**src/rtl/ro_freq_counter.sv**
```systemverilog
// ro_freq_counter: counts rising edges of a ring-oscillator output over a
// programmable gate window and exposes control/results on a Wishbone slave.
//
// Ports:
//   wb_clk_i, wb_rst_i    single clock, synchronous active-high reset
//   ro_in                 muxed oscillator output (asynchronous)
//   ro_start              oscillator enable (CTRL.b1)
//   ro_stage[4:0]         stage selects s1..s5, bit0 = s1 (CTRL.b[12:8])
//   ro_sel[3:0]           output-mux select (CTRL.b[7:4])
//   wbs_*                 Wishbone slave; word registers at adr[3:2]:
//                         0 CTRL, 1 GATE, 2 STATUS, 3 COUNT
//
// Optional feature: define RO_FC_CONT_EN to implement CTRL.b3 (continuous
// measurement mode). Without it b3 reads 0 and DONE always returns to IDLE.

module ro_freq_counter #(
    parameter int CNT_W         = 32,
    parameter int GATE_W        = 24,
    parameter int SETTLE_CYCLES = 4
) (
    input  logic        wb_clk_i,
    input  logic        wb_rst_i,
    input  logic        ro_in,
    output logic        ro_start,
    output logic [4:0]  ro_stage,
    output logic [3:0]  ro_sel,
    input  logic        wbs_cyc_i,
    input  logic        wbs_stb_i,
    input  logic        wbs_we_i,
    input  logic [3:0]  wbs_sel_i,
    input  logic [31:0] wbs_adr_i,
    input  logic [31:0] wbs_dat_i,
    output logic [31:0] wbs_dat_o,
    output logic        wbs_ack_o
);

    localparam int SET_W = $clog2(SETTLE_CYCLES + 1);
    localparam logic [SET_W-1:0] SET_LOAD = SET_W'(SETTLE_CYCLES - 1);

    typedef enum logic [1:0] {
        IDLE,
        SETTLE,
        GATE,
        DONE
    } state_t;

    state_t             state;
    logic [SET_W-1:0]   settle_cnt;
    logic [GATE_W-1:0]  gate_cnt;
    logic [GATE_W-1:0]  gate_len;
    logic [CNT_W-1:0]   edge_cnt;
    logic [CNT_W-1:0]   count_r;
    logic               ovf_flag;
    logic               done_r;
    logic               ovf_r;
    logic               go_p;
    logic               abort_p;
    logic               cont;

    logic               sync1;
    logic               sync2;
    logic               prev;
    logic               ro_edge;

    logic               wb_req;
    logic               wr;
    logic               rd;
    logic [1:0]         reg_idx;
    logic [31:0]        ctrl_rd;
    logic [31:0]        gate_ext;
    logic [31:0]        count_ext;
    logic [31:0]        status_rd;
    logic [31:0]        rd_mux;
    logic [31:0]        ctrl_wr;
    logic [31:0]        gate_wr;
    logic               busy;
    logic               unused_bits;

    // Per-byte merge of write data into the current register image.
    function automatic logic [31:0] byte_merge(
        input logic [31:0] old,
        input logic [31:0] wdata,
        input logic [3:0]  be
    );
        logic [31:0] res;
        res = old;
        for (int b = 0; b < 4; b++) begin
            if (be[b]) res[8*b +: 8] = wdata[8*b +: 8];
        end
        return res;
    endfunction

    assign wb_req  = wbs_cyc_i & wbs_stb_i & ~wbs_ack_o;
    assign wr      = wb_req & wbs_we_i;
    assign rd      = wb_req & ~wbs_we_i;
    assign reg_idx = wbs_adr_i[3:2];
    assign busy    = (state != IDLE);
    assign ro_edge = sync2 & ~prev;

    always_comb begin
        gate_ext = '0;
        gate_ext[GATE_W-1:0] = gate_len;
        count_ext = '0;
        count_ext[CNT_W-1:0] = count_r;
        // go/abort are pulses and always read back as 0
        ctrl_rd = {19'd0, ro_stage, ro_sel, cont, 1'b0, ro_start, 1'b0};
        status_rd = {29'd0, ovf_r, done_r, busy};
        ctrl_wr = byte_merge(ctrl_rd, wbs_dat_i, wbs_sel_i);
        gate_wr = byte_merge(gate_ext, wbs_dat_i, wbs_sel_i);
        rd_mux = '0;
        case (reg_idx)
            2'd0: rd_mux = ctrl_rd;
            2'd1: rd_mux = gate_ext;
            2'd2: rd_mux = status_rd;
            2'd3: rd_mux = count_ext;
            default: rd_mux = '0;
        endcase
    end

    assign unused_bits = ^{wbs_adr_i, ctrl_wr, gate_wr};

`ifndef RO_FC_CONT_EN
    assign cont = 1'b0;
`endif

    always_ff @(posedge wb_clk_i) begin
        if (wb_rst_i) begin
            wbs_ack_o  <= 1'b0;
            wbs_dat_o  <= '0;
            ro_start   <= 1'b0;
            ro_sel     <= '0;
            ro_stage   <= '0;
`ifdef RO_FC_CONT_EN
            cont       <= 1'b0;
`endif
            gate_len   <= '0;
            go_p       <= 1'b0;
            abort_p    <= 1'b0;
            done_r     <= 1'b0;
            ovf_r      <= 1'b0;
            count_r    <= '0;
            state      <= IDLE;
            settle_cnt <= '0;
            gate_cnt   <= '0;
            edge_cnt   <= '0;
            ovf_flag   <= 1'b0;
            sync1      <= 1'b0;
            sync2      <= 1'b0;
            prev       <= 1'b0;
        end else begin
            sync1 <= ro_in;
            sync2 <= sync1;
            prev  <= sync2;

            wbs_ack_o <= wb_req;
            wbs_dat_o <= rd ? rd_mux : '0;

            go_p    <= wr && (reg_idx == 2'd0) && ctrl_wr[0];
            abort_p <= wr && (reg_idx == 2'd0) && ctrl_wr[2];

            if (wr && reg_idx == 2'd0) begin
                ro_start <= ctrl_wr[1];
                ro_sel   <= ctrl_wr[7:4];
                ro_stage <= ctrl_wr[12:8];
`ifdef RO_FC_CONT_EN
                cont     <= ctrl_wr[3];
`endif
            end
            if (wr && reg_idx == 2'd1) begin
                gate_len <= gate_wr[GATE_W-1:0];
            end

            // Read-to-clear; a DONE in the same cycle overrides below.
            if (rd && reg_idx == 2'd2) begin
                done_r <= 1'b0;
                ovf_r  <= 1'b0;
            end

            if (abort_p) begin
                state <= IDLE;
            end else begin
                unique case (state)
                    IDLE: begin
                        if (go_p) begin
                            edge_cnt <= '0;
                            ovf_flag <= 1'b0;
                            if (gate_len != '0) begin
                                done_r     <= 1'b0;
                                ovf_r      <= 1'b0;
                                settle_cnt <= SET_LOAD;
                                state      <= SETTLE;
                            end else begin
                                state <= DONE;
                            end
                        end
                    end
                    SETTLE: begin
                        if (settle_cnt == '0) begin
                            edge_cnt <= '0;
                            ovf_flag <= 1'b0;
                            gate_cnt <= gate_len;
                            // GATE rewritten to 0 while looping: empty window
                            state    <= (gate_len == '0) ? DONE : GATE;
                        end else begin
                            settle_cnt <= settle_cnt - 1'b1;
                        end
                    end
                    GATE: begin
                        if (ro_edge) begin
                            if (edge_cnt == {CNT_W{1'b1}}) begin
                                ovf_flag <= 1'b1;
                            end else begin
                                edge_cnt <= edge_cnt + 1'b1;
                            end
                        end
                        if (gate_cnt == GATE_W'(1)) begin
                            state <= DONE;
                        end else begin
                            gate_cnt <= gate_cnt - 1'b1;
                        end
                    end
                    DONE: begin
                        count_r <= edge_cnt;
                        done_r  <= 1'b1;
                        ovf_r   <= ovf_flag;
                        if (cont && gate_len != '0) begin
                            settle_cnt <= SET_LOAD;
                            state      <= SETTLE;
                        end else begin
                            state <= IDLE;
                        end
                    end
                endcase
            end
        end
    end

endmodule

```
**config.mk**
```make
export PLATFORM = sky130hd
export DESIGN_NAME = ro_freq_counter
export DESIGN_NICKNAME = d
export VERILOG_FILES = /design/src/rtl/ro_freq_counter.sv
export SDC_FILE = /design/constraint.sdc
export NUM_CORES = 1
export LEC_CHECK = 0
export CAP_MARGIN = 15
export CORE_MARGIN = 4
export CORE_UTILIZATION = 50
export DETAILED_ROUTE_END_ITERATION = 8
export HOLD_SLACK_MARGIN = 0.03
export PLACE_DENSITY_LB_ADDON = 0.1
export SKIP_CTS_REPAIR_TIMING = 1
export SKIP_LAST_GASP = 1
export SLEW_MARGIN = 5
export SYNTH_ARGS = -nofsm -noshare
export SYNTH_HDL_FRONTEND = slang
export SYNTH_SLANG_ARGS = --single-unit
```
**constraint.sdc**
```tcl
create_clock -name wb_clk_i -period 7.18 [get_ports wb_clk_i]
set_clock_uncertainty 0.15 [all_clocks]
set_input_delay 1.795 -clock wb_clk_i [delete_from_list [all_inputs] [get_ports wb_clk_i]]
set_output_delay 1.795 -clock wb_clk_i [all_outputs]
set_load 0.02 [all_outputs]
```
# After elaboration in Yosys (flattened, before gate mapping)
# Index checks and enable logic that the tools add are counted.
# classes
n_addsub	3
eq_ne	17
mux	35
bitwise_logic	10
reduce_logical	27
# ops
op	count
$mux W32	4
$pmux W32 S4	1
$pmux W32 S3	1
$mux W24	2
$pmux W24 S2	1
$add A32 B1 Y32 const B	1
$eq A32 B32 Y1 const B	1
$eq A24 B1 Y1 const B	1
$logic_not A24 Y1	1
$reduce_bool A24 Y1	1
$sub A24 B1 Y24 const B	1
$ne A2 B2 Y1 const B	9
$mux W1	13
$mux W3	4
$reduce_and A2 Y1	6
$reduce_and A6 Y1	2
$eq A2 B2 Y1 const B	4
$mux W2	4
$pmux W2 S4	1
$pmux W3 S2	1
$reduce_bool A2 Y1	3
$and A1 B1 Y1	5
$logic_and A1 B1 Y1	5
$not A1 Y1	5
other kinds (11)	15
# totals
register_bits	168
output_inout_bits	43
wordCells	113

# Logic depth before layout (Yosys ltp)
# depth
ltp_word	9
ltp_mapped	10
depth_no_buf	7

# Least setup slack after synthesis
# No wires, ideal clock.
# synth_timing
path_type	input port to flip-flop
startpoint	in wbs_adr_i[2]
endpoint	reg gate_len[11]
setup_ps	70
t_arrival_ps	3025
required_ps	6960
path_slack_ps	3935
cell_stages	6
path_buffers	2
cell_sequence	clkbuf_1 -> nand3b_1 -> nor2_1 -> clkbuf_1 -> nand3_1 -> a21oi_1
# synth_between
elab_chain_len	3
# synth_rtl
element	line	text
from (decl)	31	input logic [31:0] wbs_adr_i,
$eq A2 B1 Y1	169	if (wr && reg_idx == 2'd1) begin
$logic_and A1 B1 Y1	169	
$reduce_and A2 Y1 (no source line)	--	
to (signal assigned)	170	gate_len <= gate_wr[GATE_W-1:0];
to (decl)	50	logic [GATE_W-1:0] gate_len;
# No other way between the ends.
# A chain may end at the register's enable or synchronous reset.

# Final worst setup path
# layout_timing
startpoint	in wbs_adr_i[2]
endpoint	reg wbs_dat_o[4]
# layout_between
elab_chain_len	2
# layout_rtl
element	line	text
$eq A2 B2 Y1 (tied with other cells)	111	case (reg_idx)
$pmux W32 S4 (*)	111	
to (signal assigned)	156	wbs_dat_o <= rd ? rd_mux : '0;
to (decl)	33	output logic [31:0] wbs_dat_o,
# Every way passes the cells marked *; elsewhere a longest branch is shown, timed or not.

==> results.md <==
| Group | Metric | This run |
|:---|:---|:---|
| timing | Headroom to the max-slew limit | 35.29% |
| power and ir drop | Leakage Power | 3.291 nW |
| logic synthesis | Number of cells produced by synthesis | 957 |
| power and ir drop | Clock power share | 32.7% |
| placed design | Routability cong. | 0.8654 |
| timing | Final period util | 53.33% |
| flow run | Max cap viols | 0 |
| logic synthesis | Mean instance size in the synthesized netlist | 8.282 um2 |
| drt | Detailed route wirelength on metal3 | 1649 um |
| worst setup path | CP Cell Sequence | clkdlybuf4s50_1 -> and2_0 -> a21oi_1 -> nor2_1 |
| clock tree | Buffer levels on the longest clock path | 2 |
| die | Num ports | 117 |
| die | Cell Rows | 45 |
| timing | Setup Total Neg Slack | 0 ns |
| logic synthesis | Largest area contributor in the synthesized netlist | sky130_fd_sc_hd__dfxtp_1 |
| placed design | Total cell area at the placement stage | 8761 um2 |
| clock tree | TritonCTS Buffers | 17 |
| timing | Endpoints failing setup | 0 |
| logic synthesis | Top cells by count, synth | 168 x sky130_fd_sc_hd__dfxtp_1, 151 x sky130_fd_sc_hd__nand2_1, 122 x sky130_fd_sc_hd__a21oi_1 |
| drt | Via density | 5.964 |
| worst setup path | Critical path launch point type | primary input |
| worst setup path | Crit path buffers/inverters | 1 |
| finish | Layout Nets | 1085 |
| clock tree | Buffer cell driving the clock tree root | sky130_fd_sc_hd__clkbuf_16 |
| placed design | Detail Placement HPWL | 15020 um |
| logic synthesis | Cell types occupying the most area after synthesis | sky130_fd_sc_hd__dfxtp_1 42%, sky130_fd_sc_hd__a21oi_1 7.7%, sky130_fd_sc_hd__nand2_1 7.2% |
| grt | Sum of overflow across all layers after global routing | 0 |
| power and ir drop | Maximum resistive drop on vdd | 161.5 uV |
| finish | Final non-filler cell area | 9427 um2 |
| timing | Tmin final | 3.829 ns |
| run status | Run status | completed |
| grt | Number of antenna violations at the first check in global routing | 0 |
| timing | Actual slew at the worst max-slew pin | 0.9700 ns |
| logic synthesis | Ys async rst share | 0% |
| finish | Count of inserted antenna diode cells | 0 |
| die | Die width | 133.9 um |
| logic synthesis | Count of unique library cells instantiated by Yosys | 77 |
| drt | Sum of met2 wire segment lengths after detailed routing | 9983 um |
| placed design | Input/output buffers | 77 |
| logic synthesis | Number of synthesis warnings | 0 |
| worst setup path | Top Family by Delay on Critical Path | buffers and inverters |
| logic synthesis | Register bit total from synthesis | 168 |
| power and ir drop | Power Dens Cells | 321.3 nW/um2 |
| power and ir drop | Power share of the sequential group | 36.1% |
| worst setup path | Worst endpoint data arrival time | 4.04 ns |
| power and ir drop | Pint | 0.001983 W |
| worst setup path | Critical path data required time | 7.39 ns |
| logic synthesis | Library cell with the highest instance count after synthesis | sky130_fd_sc_hd__dfxtp_1 |
| grt | Maximum number of pins on one net before global-route repair | 72 |
| finish | Area growth from synthesis to final layout | 18.93% |
| die | Initial core utilization | 51.57% |
| grt | Global-route wire length before repair | 35690 um |
| logic synthesis | Area share of the largest cell type after synthesis | 42.43% |
| timing | Highest clock frequency the design can meet | 261.2 MHz |
| clock tree | Number of H-tree branching levels | 4 |
| worst setup path | Max Fanout on Critical Path | 19 |
| timing | RSZ-0062 raised after global routing | false |
| drt | Overall routed net length | 22220 um |
| logic synthesis | Post-synth EDFFs | 0 |
| die | Core region area | 15370 um2 |
| drt | Antenna viol nets, final | 0 |
| grt | Number of global-route vias before repair | 6652 |
| drt | Via count of the routed design | 7294 |
| timing | Final Hold Fails | 0 |
| drt | Number of DRC violations after detailed routing | 0 |
| power and ir drop | Proportion of power drawn by combinational gates | 31.2% |
| die | Area of the die | 17930 um2 |
| worst setup path | Largest stage delay on the critical path | 1.06 ns |
| worst hold path | Min-Delay Path Class | reg2reg |
| drt | Highest metal layer with signal wires | met4 |
| power and ir drop | Final total power | 0.003028 W |
| clock tree | Clock Sinks | 168 |
| logic synthesis | Synthesized Nets | 1041 |
| worst setup path | Cell type of the slowest stage on the worst timing path | sky130_fd_sc_hd__clkdlybuf4s50_1 |
| drt | Detailed Routing Iterations Pass 1 | 5 |
| die | Vert. Die Dim | 133.9 um |
| logic synthesis | Proportion of synthesized chip area in sequential cells | 42.43% |
| drt | Drt wl/cell | 18.17 um |
| clock tree | Later-pin clock latency in the skew report | 0.43 ns |
| worst setup path | Sort of element at the end of the critical path | register |
| finish | Final standard cell count with taps included and fillers excluded | 1223 |
| finish | Fraction of final layout cells sized beyond drive strength 1 | 6.917% |
| timing | Final max-slew violation count | 0 |
| drt | Metal1 wirelength | 10330 um |
| clock tree | Worst-path clk slew | 0.06 ns |
| power and ir drop | Switching power total | 0.001045 W |
| clock tree | CTS tree | built |
| timing | Tightest hold margin | 0.3029 ns |
| drt | Violation count after the first detailed-routing iteration | 616 |
| logic synthesis | Most common flop cell mapped by yosys | sky130_fd_sc_hd__dfxtp_1 |
| grt | Global router's overall resource usage | 24.71% |
| placed design | Placed cell count | 1191 |
| power and ir drop | Switching power as a share of total power | 34.52% |
| logic synthesis | Synthesized area | 7926 um2 |
| worst setup path | Kind of critical path | in2reg |
[per-stage QoR]
stage / utilization [%] / setup slack (ns)
6_report: 61.33 / 3.351
5_1_grt: 61.33 / 3.199
4_1_cts: 61.12 / 3.034
3_5_place_dp: 57.00 / 2.593
3_3_place_gp: 57.00 / 2.640
2_1_floorplan: - / 3.935
[final cells by class]
class	instances	area, um2
repair buffers	88	868.3
inverters	18	67.56
clock inverters	9	172.7
flip-flops and latches	168	3363
fillers	1393	5944
clock buffers	21	460.4
multi-input cells	708	4230
well taps	211	264.0
[worst reg2reg max path, cell delays in order (launching register included)]
cell	delay, ns
sky130_fd_sc_hd__dfxtp_1	0.36
sky130_fd_sc_hd__inv_1	0.09
sky130_fd_sc_hd__ha_1	0.58
sky130_fd_sc_hd__and4bb_2	0.66
sky130_fd_sc_hd__a21oi_1	0.31
sky130_fd_sc_hd__a31oi_1	0.66
sky130_fd_sc_hd__nand2_1	0.11
sky130_fd_sc_hd__a32o_1	0.28
[per-layer routing]
metal	GRT usage, %	vias to the layer above
met5	0	-
met4	6.229	0
met3	6.527	22
met2	37.68	258
met1	34.95	3444
li1	-	3570
[state kept, by name, summed over array words and instances, names as in the netlist]
| register | flops |
|---|---|
| settle_cnt | 3 |
| ovf_flag | 1 |
| state | 2 |
| wbs_ack_o | 1 |
| prev | 1 |
| ro_stage | 5 |
| sync1 | 1 |
| done_r | 1 |
| ro_start | 1 |
| ro_sel | 4 |
| wbs_dat_o | 32 |
| sync2 | 1 |
| ovf_r | 1 |
| count_ext | 32 |
| edge_cnt | 32 |
| go_p | 1 |
| gate_len | 24 |
| gate_cnt | 24 |
| abort_p | 1 |
[cell families (layout without fill, tap and decap cells)]
kind of cell	after synthesis	after routing	share of synthesized area (%)
adder cells (fa/ha/maj)	10	10	1.579
flip-flops	168	168	42.43
multiplexers	27	27	3.583
AO/OA/AOI/OAI	241	241	19.12
buffers and inverters	81	136	4.309
XOR/XNOR	3	3	0.3316
AND/OR/NAND/NOR	427	427	28.65
[worst paths after layout]
| kind | from | to | slack [ns] | cells after the start |
|---|---|---|---|---|
| worst max register to register | state[1]$_SDFFE_PP0P_ | gate_cnt[7]$_SDFFE_PP0P_ | 3.87 | 7 |
| worst min register to register | count_ext[30]$_SDFFE_PP0P_ | count_ext[30]$_SDFFE_PP0P_ | 0.30 | 2 |
| worst min-delay path | count_ext[30]$_SDFFE_PP0P_ | count_ext[30]$_SDFFE_PP0P_ | 0.30 | 2 |
| worst max-delay path | wbs_adr_i[2] | wbs_dat_o[4]$_SDFF_PP0_ | 3.35 | 4 |
[layout by cell type, fill, tap and decap left out, types with 12 or more instances in the layout]
cell,n
sky130_fd_sc_hd__a21oi_1,122
sky130_fd_sc_hd__and3_1,12
sky130_fd_sc_hd__clkbuf_16,17
sky130_fd_sc_hd__clkdlybuf4s50_1,76
sky130_fd_sc_hd__dfxtp_1,168
sky130_fd_sc_hd__inv_1,17
sky130_fd_sc_hd__mux2i_1,25
sky130_fd_sc_hd__nand2_1,151
sky130_fd_sc_hd__nand3_1,55
sky130_fd_sc_hd__nand4_1,16
sky130_fd_sc_hd__nor2_1,66
sky130_fd_sc_hd__nor2b_1,14
sky130_fd_sc_hd__nor3_1,12
sky130_fd_sc_hd__nor4_1,14
sky130_fd_sc_hd__o31ai_1,22
sky130_fd_sc_hd__or4_1,24
[power groups by stage]
stage | Combinational [W] | Clock (W) | Sequential (W)
2_1_floorplan | 0.000737 | 0 | 0.00107
3_3_place_gp | 0.000916 | 0 | 0.00111
3_5_place_dp | 0.000921 | 0 | 0.00111
4_1_cts | 0.000928 | 0.00100 | 0.00109
5_1_grt | 0.00103 | 0.00104 | 0.00110
6_report | 0.000945 | 0.000991 | 0.00109
Power figures use the tool's default switching activity.
